$ cat config.mk
export PLATFORM = sky130hd
export DESIGN_NAME = instr_controller
export DESIGN_NICKNAME = d
export VERILOG_FILES = /design/src/rtl/instr_controller.sv
export SDC_FILE = /design/constraint.sdc
export NUM_CORES = 1
export LEC_CHECK = 0
export ABC_AREA = 1
export ABC_CLOCK_PERIOD_IN_PS = 1960
export CAP_MARGIN = 20
export CORE_UTILIZATION = 43
export DETAILED_ROUTE_END_ITERATION = 8
export PLACE_DENSITY_LB_ADDON = 0.3
export SETUP_SLACK_MARGIN = 0.15
export SYNTH_ARGS = -nofsm -noshare
export SYNTH_HDL_FRONTEND = slang
export SYNTH_SLANG_ARGS = --single-unit
$ cat constraint.sdc
create_clock -name clk -period 1.96 [get_ports clk]
set_clock_uncertainty 0.1 [all_clocks]
set_input_delay 0.392 -clock clk [delete_from_list [all_inputs] [get_ports clk]]
set_output_delay 0.392 -clock clk [all_outputs]
set_load 0.1 [all_outputs]
$ cat src/rtl/instr_controller.sv
// -----------------------------------------------------------------------------
// instr_controller
// Instruction register, field decoder and sequencing FSM for the Simple RISC
// Machine. It holds one 16-bit instruction and steps the datapath through
// read, ALU and write-back cycles, one control word per state.
//
// Ports:
//   clk, reset_n        rising-edge clock, asynchronous active-low reset
//   in[15:0], load      instruction word and its capture strobe (WAIT only)
//   s                   start execution of the instruction held in IR
//   w                   1 = idle in WAIT
//   readnum, writenum   register file read / write indices
//   write               register file write enable
//   loada/loadb/loadc   pipeline register enables
//   loads               status register enable
//   asel, bsel          ALU operand selects
//   vsel, shift, ALUop  write-back select, shifter control, ALU operation
//   sximm5, sximm8      sign-extended immediates from IR
//
// Handshake: w=1 means the controller sits in WAIT and samples load/s on every
// rising edge. load=1 captures `in`; s=1 launches the instruction in IR (the
// freshly loaded word if load and s are high on the same edge). While w=0 both
// load and s are ignored. w returns to 1 for at least one cycle between
// consecutive instructions.
// -----------------------------------------------------------------------------
module instr_controller (
  input  logic        clk,
  input  logic        reset_n,
  input  logic [15:0] in,
  input  logic        load,
  input  logic        s,
  output logic        w,
  output logic [2:0]  readnum,
  output logic [2:0]  writenum,
  output logic        write,
  output logic        loada,
  output logic        loadb,
  output logic        loadc,
  output logic        loads,
  output logic        asel,
  output logic        bsel,
  output logic [1:0]  vsel,
  output logic [1:0]  shift,
  output logic [1:0]  ALUop,
  output logic [15:0] sximm5,
  output logic [15:0] sximm8
);

  typedef enum logic [2:0] {
    ST_WAIT      = 3'd0,
    ST_DECODE    = 3'd1,
    ST_WRITE_IMM = 3'd2,
    ST_GET_A     = 3'd3,
    ST_GET_B     = 3'd4,
    ST_ALU       = 3'd5,
    ST_WRITE_REG = 3'd6
  } state_e;

  typedef struct packed {
    logic       w;
    logic [2:0] readnum;
    logic [2:0] writenum;
    logic       write;
    logic       loada;
    logic       loadb;
    logic       loadc;
    logic       loads;
    logic       asel;
    logic       bsel;
    logic [1:0] vsel;
    logic [1:0] shift;
    logic [1:0] aluop;
  } ctrl_t;

  localparam ctrl_t CTRL_IDLE = '{w: 1'b1, default: '0};

  state_e      state_q, state_d;
  logic [15:0] ir_q, ir_d;
  ctrl_t       ctrl_q, ctrl_d;

  // Instruction classes, evaluated on any IR value.
  function automatic logic is_mov_imm(input logic [15:0] ir);
    return (ir[15:13] == 3'b110) && (ir[12:11] == 2'b10);
  endfunction

  function automatic logic is_mov_reg(input logic [15:0] ir);
    return (ir[15:13] == 3'b110) && (ir[12:11] == 2'b00);
  endfunction

  function automatic logic is_alu_op(input logic [15:0] ir);
    return ir[15:13] == 3'b101;
  endfunction

  // Next state and next IR.
  always_comb begin
    state_d = state_q;
    ir_d    = ir_q;
    case (state_q)
      ST_WAIT: begin
        if (load) ir_d = in;
        if (s) state_d = ST_DECODE;
      end
      ST_DECODE: begin
        if (is_mov_imm(ir_q))                                state_d = ST_WRITE_IMM;
        else if (is_mov_reg(ir_q))                           state_d = ST_GET_B;
        else if (is_alu_op(ir_q) && (ir_q[12:11] == 2'b11))  state_d = ST_GET_B;
        else if (is_alu_op(ir_q))                            state_d = ST_GET_A;
        else                                                 state_d = ST_WAIT;
      end
      ST_WRITE_IMM: state_d = ST_WAIT;
      ST_GET_A:     state_d = ST_GET_B;
      ST_GET_B:     state_d = ST_ALU;
      ST_ALU: begin
        // CMP only updates status; everything else writes back through C.
        if (is_alu_op(ir_q) && (ir_q[12:11] == 2'b01)) state_d = ST_WAIT;
        else                                           state_d = ST_WRITE_REG;
      end
      ST_WRITE_REG: state_d = ST_WAIT;
      default:      state_d = ST_WAIT;
    endcase
  end

  // The control word is decoded from the state being entered and the IR it
  // will hold, then registered, so outputs are a pure function of the current
  // state and IR without any combinational path from the inputs.
  always_comb begin
    ctrl_d = '0;
    case (state_d)
      ST_WAIT: ctrl_d.w = 1'b1;
      ST_WRITE_IMM: begin
        ctrl_d.writenum = ir_d[10:8];
        ctrl_d.vsel     = 2'b10;
        ctrl_d.write    = 1'b1;
      end
      ST_GET_A: begin
        ctrl_d.readnum = ir_d[10:8];
        ctrl_d.loada   = 1'b1;
      end
      ST_GET_B: begin
        ctrl_d.readnum = ir_d[2:0];
        ctrl_d.loadb   = 1'b1;
      end
      ST_ALU: begin
        ctrl_d.shift = ir_d[4:3];
        ctrl_d.bsel  = 1'b0;
        if (is_mov_reg(ir_d)) begin
          ctrl_d.asel  = 1'b1;
          ctrl_d.aluop = 2'b00;
          ctrl_d.loadc = 1'b1;
        end else begin
          ctrl_d.asel  = (ir_d[12:11] == 2'b11);
          ctrl_d.aluop = ir_d[12:11];
          ctrl_d.loadc = (ir_d[12:11] != 2'b01);
          ctrl_d.loads = (ir_d[12:11] == 2'b01);
        end
      end
      ST_WRITE_REG: begin
        ctrl_d.writenum = ir_d[7:5];
        ctrl_d.vsel     = 2'b00;
        ctrl_d.write    = 1'b1;
      end
      default: ctrl_d = '0;
    endcase
  end

  always_ff @(posedge clk or negedge reset_n) begin
    if (!reset_n) begin
      state_q <= ST_WAIT;
      ir_q    <= '0;
      ctrl_q  <= CTRL_IDLE;
    end else begin
      state_q <= state_d;
      ir_q    <= ir_d;
      ctrl_q  <= ctrl_d;
    end
  end

  assign w        = ctrl_q.w;
  assign readnum  = ctrl_q.readnum;
  assign writenum = ctrl_q.writenum;
  assign write    = ctrl_q.write;
  assign loada    = ctrl_q.loada;
  assign loadb    = ctrl_q.loadb;
  assign loadc    = ctrl_q.loadc;
  assign loads    = ctrl_q.loads;
  assign asel     = ctrl_q.asel;
  assign bsel     = ctrl_q.bsel;
  assign vsel     = ctrl_q.vsel;
  assign shift    = ctrl_q.shift;
  assign ALUop    = ctrl_q.aluop;

  assign sximm5 = {{11{ir_q[4]}}, ir_q[4:0]};
  assign sximm8 = {{8{ir_q[7]}}, ir_q[7:0]};

endmodule
==> results_dict.tcl, run 1 <==
set metrics [dict create \
    antenna_found_initial 0 \
    detail-route-antenna-nets 0 \
    via_count 1355 \
    die_ar_um2 4390 \
    tritoncts "built" \
    synth_top_area_cell "dfrtp_1" \
    syn_avg_cell_area_um2 8.84 \
    overflow 0 \
    critPathLaunchType "flop" \
    dr.first_iter.drc_count 43 \
    yosys-top-cells-area "dfrtp_1 (51%), buf_4 (15%), nand2_1 (14%), inv_1 (3.4%), nand3_1 (3.1%)" \
    design.core.area_um2 3970 \
    critical_path.slowest_cell "dfrtp_1" \
    clock_insertion_delay_worst_skew_ps 290 \
    drc 0 \
    num_antenna_cells 0 \
    worst-endpoint-required_ps 1470 \
    cp_top_family "buffers and inverters" \
    synth_enable_flop_cells 0 \
    cts_clock_pin_slew_for_the_worst_setup_and_hold_paths_ps 70 \
    clk_path_buf_depth 2 \
    yosys-top-cells-count "nand2_1 (68), dfrtp_1 (36), buf_4 (35)" \
    grt_max_degree 38 \
    cts-resized-gates 0 \
    max_stage_delay_ps 350 \
    drv_slew 0 \
    dominantRegCellSynth "dfrtp_1" \
    register_area_um2 927 \
    timing.fmax_mhz 583 \
    post-cts-setup-buffers 0 \
    effective_utilization_at_floorplan_pct 44.7 \
    final.fill_count 291 \
    postLayoutCellArea_um2 2890 \
    fin_setup_tns_ps 0 \
    grt_util_all_layers_pct 19.2 \
    critPathBufInv 2 \
    sum_of_net_half_perimeters_after_detailed_placement_um 2800 \
    post_dp_cell_area_um2 2770 \
    areaGrowthSynthToFinish_pct 62.6 \
    fin_nets 266 \
    grt_first_pass_wirelength_um 6150 \
    finalCriticalPeriod_ps 1710 \
    routabilityCongestion 0.844 \
    yosys_warnings 0 \
    finalHoldViolations 0 \
    post-synth-top-count-cell "nand2_1" \
    startpoint "ir_q[4]$_DFF_PN0_" \
    post_synth_instance_area_um2 1780 \
    floorplan.rows 23 \
    critPathMaxFanout 13 \
    routedWlPerCell_um 12.2 \
    critical_path_arrival_ps 1220 \
    port-buffer-count 69 \
    worst_r2r_start "state_q[1]$_DFF_PN0_" \
    yosysSeqAreaShare_pct 52.2 \
    multi_input_comb_area_um2 504 \
    r2r-end "writenum[2]$_DFF_PN0_" \
    post_synthesis_async_set_or_reset_flop_share_pct 100 \
    die_h_um 66.3 \
    vias_per_cell 4.56 \
    synth.top_cell.area_share_pct 50.7 \
    worstPathCellList "buf_4 -> buf_12" \
    cts_max_level 2 \
    drt_wl_total_um 3630 \
    setup_repair_after_global_routing_missed_its_margin "false" \
    timing.reg2reg.worst_path_depth 7 \
    maxCapViolations 0 \
    holdBufCountCts 0 \
    criticalPathCategory "flop to output port" \
    crit_path_end_kind "output port" \
    min-delay-path-class "input pin to async pin" \
    clock-root-buffer "clkbuf_8" \
    synth-seq-cells 37 \
    die-width_um 66.3 \
    numCtsBuffers 5 \
    ios 72 \
    min_period_over_period_pct 87.5 \
    synth_cells 201 \
    dr.pass1.iters 4 \
    drive_above_1_share_pct 32.4 \
    post_synth_num_cell_types 23 \
    first_global_vias 1378 \
    run_status "finished clean" \
    cts_num_sinks 37 \
    worst-r2r-setup-slack_ps 380 \
    setup-violations-final 0 \
]
how the worst max path moves through the flow:
stage / end / slack (ps) / depth (start not counted)
after CTS: sximm8[4] / 230 / 2
after floorplan: loads$_DFF_PN0_ / 570 / 7
after detailed placement: writenum[2]$_DFF_PN0_ / 90 / 9
after global placement: readnum[2]$_DFF_PN0_ / 120 / 9
final: sximm8[4] / 250 / 2
after global routing: sximm8[4] / 200 / 2
layer usage:
layer	track usage [%]	vias up	routed length, um
li1	-	665	-
met1	22.0	632	1410
met2	33.7	52	1900
met3	5.52	6	256
met4	7.18	0	57
met5	0	-	0
layout make-up:
type	instances	area share [%]
Clock buffer	7	2.99
Clock inverter	1	1.04
Inverter	20	2.60
Multi-Input combinational cell	109	17.5
Sequential cell	37	32.1
Tap cell	50	2.17
Timing Repair Buffer	73	41.7
sequential cells by signal, summed over array words and instances, names as in the netlist:
| register | cells |
|---|---|
| asel | 1 |
| write | 1 |
| shift | 2 |
| vsel | 1 |
| ALUop | 2 |
| writenum | 3 |
| loadc | 1 |
| loada | 1 |
| w | 1 |
| loads | 1 |
| ir_q | 16 |
| state_q | 3 |
| loadb | 1 |
| readnum | 3 |
per-stage QoR:
stage          setup WS, ps  instances  utilization (%)  hold WS (ps)
2_1_floorplan           567        202                -         -3.59
3_3_place_gp            119        289             69.8           351
3_5_place_dp           85.9        289             69.8           356
4_1_cts                 228        297             72.7          46.8
5_1_grt                 204        297             72.7          78.0
6_report                245        297             72.7          34.7
cells in the final DEF, fill, tap and decap left out, types with 2 or more instances in the layout:
master	count
buf_12	49
buf_4	5
clkbuf_8	6
clkdlybuf4s50_1	18
conb_1	2
dfrtp_1	36
inv_1	16
inv_2	4
nand2_1	68
nand2_2	6
nand3_1	11
nand4_1	2
nor2_1	8
nor2_4	2
kinds of logic (layout without fill, tap and decap cells):
logic type | count (synthesis) | count (layout) | share of synthesized area (%)
buffers and inverters | 56 | 101 | 19.6
other | 1 | 2 | 0.211
flip-flops | 37 | 37 | 52.2
AO/OA/AOI/OAI | 4 | 4 | 1.55
AND/OR/NAND/NOR | 103 | 103 | 26.4
Power of run 1 is left out: the tool's default activity adds up to more than one toggle a clock period on the data nets, which glitch-free logic cannot reach.
==> run 2, diff against run 1 <==
--- a/config.mk
+++ b/config.mk
@@ -5,11 +5,11 @@
 export SDC_FILE = /design/constraint.sdc
 export NUM_CORES = 1
 export LEC_CHECK = 0
-export ABC_AREA = 1
-export ABC_CLOCK_PERIOD_IN_PS = 1960
+export ABC_CLOCK_PERIOD_IN_PS = 1830
 export CAP_MARGIN = 20
 export CORE_UTILIZATION = 43
 export DETAILED_ROUTE_END_ITERATION = 8
+export GPL_ROUTABILITY_DRIVEN = 1
 export PLACE_DENSITY_LB_ADDON = 0.3
 export SETUP_SLACK_MARGIN = 0.15
 export SYNTH_ARGS = -nofsm -noshare
==> constraint.sdc (replaced) <==
create_clock -name clk -period 1.83 [get_ports clk]
set_clock_uncertainty 0.1 [all_clocks]
set_input_delay 0.366 -clock clk [delete_from_list [all_inputs] [get_ports clk]]
set_output_delay 0.366 -clock clk [all_outputs]
set_load 0.1 [all_outputs]
==> run 2 against run 1 <==
  * Wire length rose by 25%
  * Count of clock-buffer cells in the layout increased by 1
  * Worst setup slack worse by 96 ps
  * Critical endpoint is now writenum[2]$_DFF_PN0_
  * Largest cell class unchanged
==> results_dict.tcl, run 2 <==
set metrics [dict create \
    run_status "finished clean" \
    grt_first_pass_wirelength_um 6660 \
    port-buffer-count 69 \
    synth.top_cell.area_share_pct 50.8 \
    dominantRegCellSynth "dfrtp_1" \
    routed-wl-met2_um 2500 \
    synth_top_area_cell "dfrtp_1" \
    detail_route.wirelength.met1_um 1630 \
    num_antenna_cells 0 \
    die_ar_um2 4380 \
    cts_clock_pin_slew_for_the_worst_setup_and_hold_paths_ps 70 \
    syn_avg_cell_area_um2 11.5 \
    clock-root-buffer "clkbuf_8" \
    cts_max_level 2 \
    drive_above_1_share_pct 49.5 \
    tritoncts "built" \
    die_h_um 66.2 \
    yosys_warnings 0 \
    met3_wirelength_um 332 \
    startpoint "state_q[1]$_DFF_PN0_" \
    finalHoldViolations 0 \
    min_period_over_period_pct 91.9 \
    worst-endpoint-required_ps 1900 \
    areaGrowthSynthToFinish_pct 72.2 \
    routabilityCongestion 0.852 \
    post-synth-top-count-cell "dfrtp_1" \
    crit_end "writenum[2]$_DFF_PN0_" \
    top_library_cells_by_usage_in_the_layout_fill_and_taps_aside "buf_12 (52), dfrtp_1 (35), clkdlybuf4s50_1 (17), mux2_4 (9), buf_4 (9)" \
    critical_path_arrival_ps 1750 \
    critPathMaxFanout 8 \
    first_global_vias 1310 \
    route.top_layer_used "met4" \
    routedWlPerCell_um 17.8 \
    fin_worst_hold_slack_ps 18.5 \
    finalCriticalPeriod_ps 1680 \
    crit_path_end_kind "flop" \
    detail-route-antenna-nets 0 \
    post_synth_num_cell_types 38 \
    worst_r2r_start "state_q[1]$_DFF_PN0_" \
    post_dp_cell_area_um2 2840 \
    clk_path_buf_depth 2 \
    overflow 0 \
    fin_nets 225 \
    final_common_cell "buf_12" \
    vias_per_cell 5.11 \
    synth_cells 154 \
    effective_utilization_at_floorplan_pct 46.7 \
    largest_register_ff_count 16 \
    final.setup.worst_slack_ps 149 \
    yosys-top-cells-area "dfrtp_1 (51%), buf_4 (14%), mux2_2 (7.0%), nand3b_1 (2.1%), mux2i_1 (1.7%)" \
    critPathLaunchType "flop" \
    die-width_um 66.2 \
    setup_repair_after_global_routing_missed_its_margin "true" \
    grt_util_all_layers_pct 21.2 \
    post_synthesis_async_set_or_reset_flop_share_pct 100 \
    synth-seq-cells 37 \
    synth_enable_flop_cells 0 \
    maxCapViolations 0 \
    registers.top_by_ff_count "ir_q" \
    drc 0 \
    cts_num_sinks 37 \
    worst-r2r-setup-slack_ps 150 \
    post_synth_instance_area_um2 1770 \
    antenna_found_initial 0 \
    drv_slew 0 \
    dr.first_iter.drc_count 59 \
    grt_max_degree 38 \
    holdBufCountCts 0 \
    timing.reg2reg.worst_path_depth 6 \
    via_count 1297 \
    postLayoutCellArea_um2 3050 \
    final_core_utilization_pct 80.4 \
    timing.fmax_mhz 595 \
    ios 72 \
    yosys-top-cells-count "dfrtp_1 (36), buf_4 (34), mux2_2 (11)" \
    sum_of_net_half_perimeters_after_detailed_placement_um 2990 \
    drt_wl_total_um 4530 \
    r2r-end "writenum[2]$_DFF_PN0_" \
    min-delay-path-class "input pin to async pin" \
    design.core.area_um2 3800 \
    numCtsBuffers 5 \
    criticalPathCategory "flop to flop" \
    dr.pass1.iters 4 \
    clock_insertion_delay_worst_skew_ps 280 \
    yosysSeqAreaShare_pct 52.3 \
    placement.setup.worst_slack_ps -168 \
    floorplan.rows 22 \
    setup-violations-final 0 \
]
-- run 2: worst min-delay path by stage --
stage | slack, ps | startpoint | to | cells past startpoint
finish | 20 | reset_n | loadb$_DFF_PN0_ | 2
global route | 60 | reset_n | ALUop[1]$_DFF_PN0_ | 2
CTS | 30 | reset_n | loadb$_DFF_PN0_ | 2
detailed placement | 330 | reset_n | loadb$_DFF_PN0_ | 2
global placement | 320 | reset_n | loadb$_DFF_PN0_ | 2
floorplan | -30 | reset_n | ALUop[0]$_DFF_PN0_ | 0
-- run 2: metrics by stage --
stage               TNS, ps  cells
finish                    0    254
CTS                       0    253
global placement      -1090    242
detailed placement    -1660    242
global route              0    254
floorplan                 0    155
-- run 2: worst max-delay path, cell delays in order, from the launching register on --
cell and delay (ps):
dfrtp_1 410, nor4b_4 290, buf_4 160, buf_12 130, mux2_4 320, nand2_2 80, o21ai_2 60
-- run 2: repair_timing --
action / CTS / global route
pin swaps: 0 / 5
gates resized for setup: 13 / 10
setup buffers: 2 / 1
gates cloned: 1 / 0
setup endpoints to repair: 9 / 17
-- run 2: per-layer routing --
metal	global-route usage (%)	vias up
met5	0	-
met4	7.98	0
met3	5.52	8
met2	37.4	71
met1	24.4	636
li1	-	582
-- run 2: logic make-up after synthesis --
family / Yosys count / synth area share, %
AO/OA/AOI/OAI: 19 / 7.20
other: 1 / 0.212
AND/OR/NAND/NOR: 36 / 12.8
flip-flops: 37 / 52.3
multiplexers: 15 / 9.53
buffers and inverters: 46 / 17.9
-- run 2: area by class of cell --
cell class | count | area, um^2
Sequential cell | 37 | 928
Clock buffer | 8 | 90.1
Timing Repair Buffer | 82 | 1330
Multi-Input combinational cell | 72 | 619
Fill cell | 200 | 746
Inverter | 7 | 26.3
Tap cell | 48 | 60.1
Power of run 2 is left out for the same reason.
